**config.mk**
```make
export PLATFORM = sky130hd
export DESIGN_NAME = block_cipher_engine
export DESIGN_NICKNAME = d
export VERILOG_FILES = /design/src/rtl/block_cipher_engine.sv
export SDC_FILE = /design/constraint.sdc
export NUM_CORES = 1
export LEC_CHECK = 0
export BUFFER_PORTS_ARGS = -buffer_cell sky130_fd_sc_hd__buf_2
export CAP_MARGIN = 20
export CORE_ASPECT_RATIO = 0.6
export CORE_MARGIN = 2
export CORE_UTILIZATION = 35
export CTS_CLUSTER_SIZE = 24
export DETAILED_ROUTE_END_ITERATION = 8
export HOLD_SLACK_MARGIN = 0.08
export SYNTH_ARGS = -nofsm -noshare
export SYNTH_HDL_FRONTEND = slang
export SYNTH_SLANG_ARGS = --single-unit
```
**constraint.sdc**
```tcl
create_clock -name clk -period 3 [get_ports clk]
set_clock_uncertainty 0.05 [all_clocks]
set_input_delay 0.3 -clock clk [delete_from_list [all_inputs] [get_ports clk]]
set_output_delay 0.3 -clock clk [all_outputs]
set_load 0.005 [all_outputs]
```
**src/rtl/block_cipher_engine.sv**
```systemverilog
// Iterative multi-round rotate/XOR block cipher with valid/ready on both sides.
// Optional build macro CIPHER_PAD_EN: force the top byte of encrypt inputs to a fixed pad value.
//
// state | meaning
// IDLE  | waiting for an input block, in_ready high
// RUN   | applying one round per clock
// DONE  | result held on out_data until the consumer takes it
module block_cipher_engine #(
   parameter int WORD_W = 64,
   parameter int NWORDS = 4,
   parameter int ROUNDS = 1
) (
   input  logic                     clk,
   input  logic                     rst,
   input  logic                     in_valid,
   output logic                     in_ready,
   input  logic                     in_mode,
   input  logic [WORD_W-1:0]        in_key,
   input  logic [NWORDS*WORD_W-1:0] in_data,
   output logic                     out_valid,
   input  logic                     out_ready,
   output logic                     out_mode,
   output logic [NWORDS*WORD_W-1:0] out_data,
   output logic                     busy
);

   localparam int BW = NWORDS * WORD_W;
   localparam int HW = WORD_W / 2;
   localparam int CW = (ROUNDS + 1 > 1) ? $clog2(ROUNDS + 1) : 1;
   localparam logic [CW-1:0] LAST_RND = CW'(ROUNDS - 1);

   typedef enum logic [1:0] {
      IDLE = 2'd0,
      RUN  = 2'd1,
      DONE = 2'd2
   } state_t;

   state_t state, state_nxt;

   logic [BW-1:0]     blk;
   logic              mode_q;
   logic [WORD_W-1:0] key1, key2;
   logic [CW-1:0]     rnd;

   logic              accept;
   logic [WORD_W-1:0] hi_ext, lo_ext, key1_d, key2_d;
   logic [BW-1:0]     enc_blk, dec_blk, load_blk;

   assign in_ready  = (state == IDLE) && !rst;
   assign accept    = in_valid && in_ready;
   assign out_valid = (state == DONE);
   assign busy      = (state != IDLE);
   assign out_data  = blk;
   assign out_mode  = mode_q;

   assign hi_ext = {{HW{1'b0}}, in_key[WORD_W-1:HW]};
   assign lo_ext = {{HW{1'b0}}, in_key[HW-1:0]};
   assign key1_d = hi_ext + lo_ext;
   assign key2_d = hi_ext - lo_ext;

   always_comb begin
      load_blk = in_data;
`ifdef CIPHER_PAD_EN
      if (!in_mode)
         load_blk[BW-1 -: 8] = 8'((BW - 8) % 256);
`endif
   end

   // Word i of the encrypt output lands one word lower; decrypt undoes exactly that.
   always_comb begin
      logic [WORD_W-1:0] w, t, u;
      enc_blk = '0;
      dec_blk = '0;
      for (int i = 0; i < NWORDS; i++) begin
         w = blk[i*WORD_W +: WORD_W];
         t = {w[0], w[WORD_W-1:1]} ^ key2 ^ ((i == 0) ? key1 : '0);
         enc_blk[((i + NWORDS - 1) % NWORDS)*WORD_W +: WORD_W] = t;
         u = blk[((i + NWORDS - 1) % NWORDS)*WORD_W +: WORD_W] ^ key2 ^ ((i == 0) ? key1 : '0);
         dec_blk[i*WORD_W +: WORD_W] = {u[WORD_W-2:0], u[WORD_W-1]};
      end
   end

   always_comb begin
      state_nxt = state;
      case (state)
         IDLE:    if (accept) state_nxt = RUN;
         RUN:     if (rnd == LAST_RND) state_nxt = DONE;
         DONE:    if (out_ready) state_nxt = IDLE;
         default: state_nxt = IDLE;
      endcase
   end

   always_ff @(posedge clk) begin
      if (rst)
         state <= IDLE;
      else
         state <= state_nxt;
   end

   always_ff @(posedge clk) begin
      if (rst) begin
         blk    <= '0;
         mode_q <= 1'b0;
         key1   <= '0;
         key2   <= '0;
         rnd    <= '0;
      end else if (accept) begin
         blk    <= load_blk;
         mode_q <= in_mode;
         key1   <= key1_d;
         key2   <= key2_d;
         rnd    <= '0;
      end else if (state == RUN) begin
         blk <= mode_q ? dec_blk : enc_blk;
         rnd <= rnd + 1'b1;
      end
   end

endmodule

```
== Word-level counts from Yosys, hierarchy flattened ==
Index checks and enable logic that the tools add are counted.
Storage, ports and cells
  word-level logic and storage cells: 39
  input bits: 325
  register bits: 388
Cells by class
  equal/unequal tests: 5
  bitwise operators: 10
  muxes and demuxes: 7
  add/subtract/negate cells: 3
  reductions and logical operators: 8
Operators with widths (count)
  256-bit two-way mux: 3
  64-bit bitwise XOR: 10
  32-bit by 32-bit adder with 33-bit output: 1
  32-bit by 32-bit subtractor with 33-bit output: 1
  2-bit two-way mux: 3
  2-bit case mux with 3 select lines: 1
  2-bit inequality test (second input constant): 2
  2-bit nonzero test: 2
  3-bit AND reduction: 1
  2-bit by 1-bit == test with 1-bit output (second input constant): 1
  2-bit == test (second input constant): 1
  1-bit logical AND: 2
  2-bit zero test: 1
  2-bit by 1-bit inequality test with 1-bit output (second input constant): 1
  2-bit OR reduction: 1
  1-bit adder (second input constant): 1
  1-bit zero test: 1

== Longest topological paths before layout ==
Gate-level depths: netlist (run 1).
  depth in word-level cells: 5
  gate-level depth with buffers: 11

== Least setup slack after synthesis (run 1) ==
OpenSTA, ideal clock, no wires.
  path kind: input-to-reg
  from: in in_key[0]
  to: reg key1[30]
  arrival time: 2.406 ns
  cell stages on the path: 10
  path slack: 0.422 ns
  path through: ha_1 -> fa_1 -> nor2b_1 -> o211ai_1 -> a21boi_1 -> o2111ai_2 -> a31oi_1 -> a221oi_2 -> mux2i_1 -> a311o_1
Between the ends
  longest elaborated chain between the ends: 1
RTL lines
  start: declaration: line 18  | input logic [WORD_W-1:0] in_key,
  32-bit by 32-bit adder with 33-bit output: line 58  | assign key1_d = hi_ext + lo_ext;
  end signal: assignment: line 110  | key1 <= key1_d;
  end: declaration: line 42  | logic [WORD_W-1:0] key1, key2;
Every way passes these cells.
A chain may end at the register's enable or synchronous reset.

== Worst setup path in the final report (run 1) ==
  from: reg state[1]
  to: reg blk[240], in the netlist out_data[240]
Between the ends
  longest elaborated chain between the ends: 4
  elaborated cells between the ends (all ways): 6
  classes of those cells: 1 x eq/ne; 1 x mux; 4 x reduce/logical
RTL lines
  start: declaration: line 38  | state_t state, state_nxt;
  start signal: assignment: line 97  | state <= state_nxt;
  2-bit zero test: line 49  | assign in_ready = (state == IDLE) && !rst;
  1-bit logical AND: line 49
  1-bit logical AND: line 50  | assign accept = in_valid && in_ready;
  256-bit two-way mux or 2-bit nonzero test (tied branches)
  end signal: assignment: line 108  | blk <= load_blk;
  end signal: assignment: line 114  | blk <= mode_q ? dec_blk : enc_blk;
  end: declaration: line 40  | logic [BW-1:0] blk;
Parallel ways exist; a longest one is shown, timed or not.

==> results of run 1 <==
## tightest hold or removal path: stages
cell and delay (ns):
buf_2 0.17, mux2i_1 0.16, nor3_1 0.06
## cells in the final DEF (no fill, tap or decap), types with 4 or more instances in the layout
master,Yosys,layout
buf_2,34,583
nand2_1,549,548
dfxtp_1,325,323
xnor2_1,292,292
nor2_1,279,278
dlygate4sd3_1,0,261
a311oi_1,228,228
o211ai_1,172,172
xor2_1,169,169
mux2i_1,129,129
buf_4,3,94
a21oi_1,91,91
nand3_1,67,67
o21ai_0,65,65
ha_1,64,64
inv_1,55,54
clkbuf_16,0,40
buf_12,0,21
nor3_1,20,20
nor2b_1,14,14
o21bai_1,14,14
and3_1,13,13
o21ai_1,12,12
nand2b_1,10,10
clkbuf_1,228,10
nor4_1,8,8
nand4_1,8,8
o31ai_1,8,8
clkbuf_8,0,8
a21o_1,7,7
a211oi_1,6,6
inv_2,4,5
o21a_1,5,5
a31oi_1,5,5
clkinv_2,0,5
or2_2,4,4
or3_1,4,4
## layout make-up
class                   instances  area, sq um
flip-flops and latches        325         6510
inverters                      60          228
clock buffers                  58         1150
repair buffers                960         6670
multi-input cells            2304        15100
well taps                     851         1060
clock inverters                12          134
diodes                          3         7.51
fillers                      6352        33800
## sequential cells by signal, indices dropped and copies added, names as in the netlist
| register | count |
|---|---|
| key1 | 32 |
| key2 | 33 |
| out_data | 256 |
| out_mode | 1 |
| rnd | 1 |
| state | 2 |
## Yosys cell counts, types with 5 or more instances
| cell | number | area, sq um |
|---|---|---|
| a211oi_1 | 6 | 45.0 |
| o21bai_1 | 14 | 105 |
| nand3_1 | 67 | 335 |
| a31oi_1 | 5 | 31.3 |
| nor4_1 | 8 | 50.1 |
| nand4_1 | 8 | 50.1 |
| a21o_1 | 7 | 52.6 |
| nand2b_1 | 10 | 62.6 |
| buf_2 | 34 | 170 |
| nor2_1 | 279 | 1050 |
| and3_1 | 13 | 81.3 |
| o31ai_1 | 8 | 60.1 |
| o21ai_1 | 12 | 60.1 |
| nor3_1 | 20 | 100 |
| ha_1 | 64 | 801 |
| nand2_1 | 549 | 2060 |
| xor2_1 | 169 | 1480 |
| inv_1 | 55 | 206 |
| dfxtp_1 | 325 | 6510 |
| o211ai_1 | 172 | 1290 |
| o21a_1 | 5 | 37.5 |
| a21oi_1 | 91 | 455 |
| xnor2_1 | 292 | 2560 |
| clkbuf_1 | 228 | 856 |
| mux2i_1 | 129 | 1290 |
| o21ai_0 | 65 | 325 |
| nor2b_1 | 14 | 87.6 |
| buf_1 | 17 | 63.8 |
| a311oi_1 | 228 | 2000 |
## where the power goes
part | switching, mW | leakage (nW) | total (mW) | internal, mW
clock | 2.09 | 0.626 | 4.92 | 2.83
sequential | 0.967 | 2.69 | 5.84 | 4.87
combinational | 3.02 | 9.60 | 5.79 | 2.77
total | 6.08 | 12.9 | 16.6 | 10.5
## cells by family after synthesis
family                     count (synthesis)  share of synthesized area
muxes                                    129                     0.0562
xor gates and xnor gates                 461                      0.176
AOI/OAI and AO/OA                        659                      0.214
buffers and inverters                    343                     0.0588
adders and majority gates                 66                     0.0366
DFF                                      325                      0.283
and+or+nand+nor                          989                      0.175
## repair_timing
action                     in CTS  in global routing
setup endpoints to repair       0                  0
hold endpoints to repair      259                  0
hold buffers                  261                  0
## layer usage
| layer | global-route usage | vias to the layer above | part of all wire |
|---|---|---|---|
| li1 | - | 11800 | - |
| met1 | 0.395 | 11500 | 0.47 |
| met2 | 0.372 | 1176 | 0.41 |
| met3 | 0.0558 | 208 | 0.089 |
| met4 | 0.0865 | 8 | 0.033 |
| met5 | 0 | - | 0.00061 |
## worst min-delay path by stage
stage                  start       end  depth (start not counted)
global placement     key1[1]   key1[1]                          2
floorplan            in_mode  out_mode                          2
CTS                 in_valid  state[0]                          3
detailed placement  key1[20]  key1[20]                          2
finish              in_valid  state[0]                          3
global route        in_valid  state[0]                          3
==> impl_metrics.toml, run 1 <==
[sta]
worst_hold_slack_ns = 0.129
tns_ns = 0
tightest_slew_ns = 1.16
rsz0062_at_grt = "no"
fin_ws_ns = 0.212
final_max_slew_viol_count = 0
fmax_mhz = 359
period_share = 0.929
fin_crit_ns = 2.79
hold_viol_final = 0
slew_headroom = 0.230
finalSetupViolCount = 0

[routing]
wl_um = 93600
drtIter0Drc = 2644
drt_drc_violations_left = 0
num_vias = 24700
firstDrtPassIters = 6
avgViaCountPerCell = 5.41
wire_per_inst_um = 20.5
final_antenna_net_count = 0

[setup_path]
path_depth = 8
timing.rr.end = "out_data[240]"
start_kind = "flip-flop"
critPathTopFamily = "buffers and inverters"
worst-setup-path-type = "reg2reg"
cp.arrival_ns = 3.19
reg2reg_slack_ns = 0.21
critPathCaptureType = "flip-flop"
cp.required_ns = 3.40
rr_startpoint = "state[1]"
max_stage_delay_ns = 0.57
cp-startpoint = "state[1]"
r2r_cells = 8
path_buf_inv = 3
crit_path_end = "out_data[240]"
cp_max_fo = 57
path_cells = "or2_2 > nor2_1 > nand2_4 > buf_12 > buf_4 > nand2_1 > a311oi_1 > dlygate4sd3_1"
cpMaxStageDelayCell = "dlygate4sd3_1"

[clocking]
numCtsBuffers = 39
cts_setup_buffers = 0
clock_sinks = 325
root_buffer = "clkbuf_16"
clkTransAtPathRegs_ns = 0.06
cts_tree = "done"
htreeDepth = 2
cts_max_path_buffers = 3
worst_skew_pair.late_latency_ns = 0.58
ctsResizeCount = 0

[die]
die_w_um = 335
coreArea_sq_mm = 0.0647
fp.dieArea_sq_mm = 0.0678
die_h_um = 202
rows = 72
start_util = 0.355
ioPinCount = 585

[pwr]
p_per_area_mw_per_mm2 = 536
total_power_mw = 16.6
leakagePower_nw = 12.9
worst_ir_drop_vdd_mv = 0.385

[synth]
ys_ff_latch = 325
synth_area_sq_mm = 0.0230
synth-edff-count = 0
syn-instance-count = 2972
async_reset_ff_frac = 0
ys_seq_area_frac = 0.283
ys.flop_type = "dfxtp_1"
yosys_warnings = 0
syn_nets = 3363
ys_types = 78
synth.avg_cell_area_sq_um = 7.73

[grt]
grt_pass1_vias = 23000
grt_first_pass_wirelength_um = 141000
grt_overflow = 0
antenna_found_initial = 8
track_usage = 0.264
grt_start_max_net_pins = 96

[placement]
place_ws_ns = -0.0886
place_area_sq_mm = 0.0270
io_buffers = 584
place_congestion = 0.938
dp_hpwl_um = 67800
place_inst = 4239

[min_path]
hold_path_class = "in2reg"

[layout]
layout-drive-gt1-share = 0.211
finalNetCount = 4081
area_delta_synth_final_pct = 34.5
final_core_util = 0.478
stdcell_count = 4573
fin_area_sq_mm = 0.0309

[flow_run]
cap_violations = 0

[status]
status = "finished, final reports clean"
Power figures use the tool's default switching activity.
==> run 2: changes to the inputs <==
CTS_BUF_LIST = sky130_fd_sc_hd__clkbuf_16   (was default)
==> run 2 against run 1 <==
Net effect:
- register-to-register slack barely moved
- sequential power about the same
- clock-buffer cell count fell by 18
- cell area down 0.25%
- worst hold slack improved by 0.0020 ns
- sequential share of layout area increased by 0.053 points
- global-route usage about the same
- first-iteration DRC count decreased by 3.9%
- combinational power is essentially flat
- via count decreased by 0.12%
- total power down 1.4%
- routed wire length down 0.14%
- critical path type unchanged
- largest power group unchanged
==> impl_metrics.toml, run 2 (synthesized netlist as in run 1, its figures left out) <==
[layout]
fin_area_sq_mm = 0.0308
layout_commonest_cell = "buf_2"
largest_reg_flops = 256
finalNetCount = 4081
final_cell_mix = "buf_2, nand2_1, dfxtp_1, xnor2_1, nor2_1"
area_delta_synth_final_pct = 34.2
layout-drive-gt1-share = 0.209

[sta]
worst_hold_slack_ns = 0.131
slew_headroom = 0.219
tns_ns = 0
tightest_slew_ns = 1.17
fin_crit_ns = 2.77
fin_ws_ns = 0.226
period_share = 0.925
final_max_slew_viol_count = 0
rsz0062_at_grt = "no"
hold_viol_final = 0
finalSetupViolCount = 0
fmax_mhz = 360

[die]
rows = 72
start_util = 0.355
die_h_um = 202
coreArea_sq_mm = 0.0647
die_w_um = 335
ioPinCount = 585
fp.dieArea_sq_mm = 0.0678

[routing]
avgViaCountPerCell = 5.40
final_antenna_net_count = 0
drt_drc_violations_left = 0
num_vias = 24700
wl_um = 93400
firstDrtPassIters = 5
wire_per_inst_um = 20.4
drtIter0Drc = 2541

[clocking]
cts_max_path_buffers = 3
worst_skew_pair.late_latency_ns = 0.58
clkTransAtPathRegs_ns = 0.06
cts_tree = "done"
cts_setup_buffers = 0
cts_hold_buf = 261
ctsResizeCount = 0
numCtsBuffers = 39
root_buffer = "clkbuf_16"
htreeDepth = 2
clock_sinks = 325

[grt]
grt_first_pass_wirelength_um = 141000
grt_pass1_vias = 23000
track_usage = 0.264
antenna_found_initial = 8
grt_start_max_net_pins = 96
grt_overflow = 0

[placement]
dp_hpwl_um = 67800
place_ws_ns = -0.0886
place_area_sq_mm = 0.0270
place_congestion = 0.938
io_buffers = 584

[setup_path]
cp.required_ns = 3.41
cp_max_fo = 57
r2r_cells = 8
timing.rr.end = "out_data[240]"
cp.arrival_ns = 3.18
reg2reg_slack_ns = 0.23
worst-setup-path-type = "reg2reg"
rr_startpoint = "state[1]"
start_kind = "flip-flop"
critPathCaptureType = "flip-flop"

[pwr]
p_per_area_mw_per_mm2 = 530
leakagePower_nw = 12.9
total_power_mw = 16.3
worst_ir_drop_vdd_mv = 0.387

[min_path]
hold_path_class = "in2reg"
hold-path-cell-count = 3
hp-start = "in_valid"
min_to = "state[0]"

[status]
status = "finished, final reports clean"

[flow_run]
cap_violations = 0
-- run 2: changes by cell type in the layout (fill, tap and decap cells not counted) --
cell / before / now
clkbuf_1: 10 / 0
inv_1: 54 / 64
clkbuf_8: 8 / 0
clkinv_1: 0 / 8
diode_2: 3 / 4
-- run 2: worst max path at each step --
stage | depth (start not counted) | to | from | slack (ns)
6_report | 8 | out_data[240] | state[1] | 0.23
5_1_grt | 8 | out_data[240] | state[1] | 0.1
4_1_cts | 8 | out_data[240] | state[1] | 0.22
3_5_place_dp | 12 | key1[30] | in_key[0] | -0.09
3_3_place_gp | 12 | key1[30] | in_key[0] | -0.04
2_1_floorplan | 10 | key1[30] | in_key[0] | 0.42
-- run 2: metrics by stage --
step | instances | util
after floorplan | 2972 | -
after global placement | 4239 | 0.417
after detailed placement | 4239 | 0.417
after CTS | 4570 | 0.476
after global routing | 4572 | 0.476
final | 4574 | 0.477
-- run 2: layer usage --
layer	vias up	share of wire	GRT usage
li1	11800	-	-
met1	11500	0.47	0.396
met2	1130	0.41	0.374
met3	199	0.090	0.0544
met4	8	0.032	0.0826
met5	-	0.00061	0
-- run 2: layout make-up --
class / count / area [sq um]
Tap cell: 851 / 1060
Sequential cell: 325 / 6510
Clock buffer: 40 / 1000
Antenna cell: 4 / 10.0
Fill cell: 6369 / 33900
Inverter: 60 / 228
Clock inverter: 30 / 201
Timing Repair Buffer: 960 / 6670
Multi-Input combinational cell: 2304 / 15100
-- run 2: power by group --
group | total (mW) | internal (mW) | switching (mW)
clock network | 4.69 | 2.59 | 2.10
logic | 5.79 | 2.77 | 3.02
registers | 5.84 | 4.87 | 0.968
total | 16.3 | 10.2 | 6.08
-- run 2: critical path, stage by stage, from the launching register on --
cell and delay [ns]:
dfxtp_1 0.37, or2_2 0.39, nor2_1 0.30, nand2_4 0.29, buf_12 0.28, buf_4 0.23
nand2_1 0.08, a311oi_1 0.09, dlygate4sd3_1 0.57
==> run 3: changes to the inputs <==
ABC_AREA = 1   (was default)
==> run 3 against run 2 <==
Net effect:
- fmax is 25% higher
- cell count grew 19%
- first-iteration DRC count increased by 30%
- utilization fell by 1.9 points
- clock-buffer cell count is 1 higher
- critical path type unchanged
==> impl_metrics.toml, run 3 <==
[sta]
fmax_mhz = 452
final_max_slew_viol_count = 0
fin_crit_ns = 2.21
finalSetupViolCount = 0
rsz0062_at_grt = "no"
hold_viol_final = 0
tightest_slew_ns = 0.797
tns_ns = 0
period_share = 0.737
slew_headroom = 0.468

[layout]
multi_input_area_sq_mm = 0.0154
layout_commonest_cell = "nand2_1"
fin_area_sq_mm = 0.0319
largest_reg_flops = 256
final_cell_mix = "nand2_1, buf_2, inv_1, dfxtp_1, o21ai_0"
area_delta_synth_final_pct = 29.4
finalNetCount = 4877
layout-drive-gt1-share = 0.159
fillerInstances = 7229
seqCellArea_sq_mm = 0.00651

[routing]
drt_drc_violations_left = 0
wl_um = 108000
num_vias = 28600
firstDrtPassIters = 6
drtIter0Drc = 3302
avgViaCountPerCell = 5.25
wire_per_inst_um = 19.9
final_antenna_net_count = 0

[synth]
synth_area_sq_mm = 0.0246
synth_area_leaders = "dfxtp_1, nand2_1, xnor2_1"
synth_top_area_frac = 0.264
synth-edff-count = 0
ys_types = 42
yosys_warnings = 0
synth_common_cells = "nand2_1, inv_1, dfxtp_1"
syn-instance-count = 3841
synth.avg_cell_area_sq_um = 6.41
ys_ff_latch = 325
ys.flop_type = "dfxtp_1"
yosys.area.top_type = "dfxtp_1"
async_reset_ff_frac = 0
ys_seq_area_frac = 0.264
yosysMostFrequentCell = "nand2_1"
syn_nets = 4232

[setup_path]
worst-setup-path-type = "reg2reg"
path_buf_inv = 2
r2r_cells = 8
path_cells = "nor2_1 > inv_2 > nor2_4 > nand2_8 > nand2_8 > inv_2 > nand2_1 > a21oi_1"
critPathTopFamily = "buffers and inverters"
cp.required_ns = 3.44
cp.arrival_ns = 2.66
max_stage_delay_ns = 0.70
start_kind = "flip-flop"
path_depth = 8
critPathCaptureType = "flip-flop"
cp_max_fo = 49
cpMaxStageDelayCell = "inv_2"

[grt]
grtUsageMet2 = 0.401
grt_pass1_vias = 25800
met1_usage = 0.436
antenna_found_initial = 7
grt_start_max_net_pins = 161
top_usage_layer = "met1"
track_usage = 0.285
grt_overflow = 0
use_met3 = 0.0549
grt_first_pass_wirelength_um = 161000

[clocking]
htreeDepth = 2
numCtsBuffers = 39
cts_tree = "done"
worst_skew_pair.late_latency_ns = 0.56
clkTransAtPathRegs_ns = 0.07
root_buffer = "clkbuf_16"
cts_max_path_buffers = 3
clock_sinks = 325
ctsResizeCount = 0

[status]
status = "finished, final reports clean"

[min_path]
hold_path_class = "in2reg"
hold-path-cell-count = 4

[die]
die_h_um = 210
ioPinCount = 585
start_util = 0.353
rows = 75
fp.dieArea_sq_mm = 0.0726
die_w_um = 347
coreArea_sq_mm = 0.0697

[placement]
place_congestion = 1.01
place_area_sq_mm = 0.0280
dp_hpwl_um = 79900
io_buffers = 584

[pwr]
worst_ir_drop_vdd_mv = 0.336
p_per_area_mw_per_mm2 = 511
leakagePower_nw = 15.1

[flow_run]
cap_violations = 0
[run 3: changes by cell type after synthesis, moves of 52 or more]
| cell | delta |
|---|---|
| a311oi_1 | -228 |
| xnor2_1 | -52 |
| buf_2 | +93 |
| nor2_1 | -96 |
| clkbuf_1 | -111 |
| nand2_1 | +595 |
| a31oi_1 | +215 |
| o21ai_0 | +250 |
| mux2i_1 | -129 |
| nand3_1 | +198 |
| inv_1 | +285 |
| o211ai_1 | -86 |
[run 3: metrics by stage]
| step | utilization | power (mW) | hold slack [ns] | cells | setup WS [ns] |
|---|---|---|---|---|---|
| 4_1_cts | 0.457 | 16.3 | 0.0825 | 5437 | 0.801 |
| 3_3_place_gp | 0.402 | 10.9 | 0.421 | 5112 | 0.427 |
| 3_5_place_dp | 0.402 | 10.9 | 0.424 | 5112 | 0.503 |
| 6_report | 0.457 | 16.3 | 0.129 | 5441 | 0.788 |
| 5_1_grt | 0.457 | 17.2 | 0.119 | 5439 | 0.602 |
| 2_1_floorplan | - | 8.96 | 0.407 | 3841 | 1.14 |
[run 3: power breakdown]
part / leakage, nW / switching (mW) / internal (mW)
clock network: 0.643 / 2.13 / 2.89
logic: 11.8 / 3.31 / 2.35
registers: 2.69 / 0.791 / 4.80
total: 15.1 / 6.23 / 10.0
[run 3: cell type report]
type | instances | area share
multi-input combinational | 2883 | 0.484
inverter | 343 | 0.0409
clock inverter | 27 | 0.00801
tap | 924 | 0.0363
timing repair buffer | 894 | 0.194
sequential | 325 | 0.204
clock buffer | 41 | 0.0322
antenna | 4 | 0.000314
[run 3: worst paths after layout]
kind | start | endpoint | slack, ns
min reg2reg | key1[1] | key1[1] | 0.43
min | in_data[32] | out_data[32] | 0.13
max | state[0] | out_data[23] | 0.79
max reg2reg | state[0] | out_data[23] | 0.79
[run 3: repair_timing]
| item | 4_1_cts | 5_1_grt |
|---|---|---|
| setup buffers | 0 | 0 |
| hold buffers | 257 | 0 |
| endpoints found under the hold margin | 257 | 0 |
[run 3: per-layer routing]
| layer | share of wire | up-vias |
|---|---|---|
| li1 | - | 13800 |
| met1 | 0.48 | 13100 |
| met2 | 0.40 | 1391 |
| met3 | 0.094 | 188 |
| met4 | 0.026 | 2 |
| met5 | 0.00012 | - |
[run 3: tightest hold or removal path, stage by stage]
cell	delay (ns)
buf_2	0.08
o21ai_0	0.08
o21bai_1	0.16
a21oi_1	0.10
[run 3: logic make-up (layout without fill, tap and decap cells)]
group | after synthesis | in the layout | synth area share
buf+inv | 633 | 1305 | 0.110
fa+ha+maj | 66 | 66 | 0.0341
flops | 325 | 325 | 0.264
simple gates | 1643 | 1643 | 0.270
compound gates | 800 | 800 | 0.189
xor+xnor | 374 | 374 | 0.133
other cells | 0 | 4 | 0
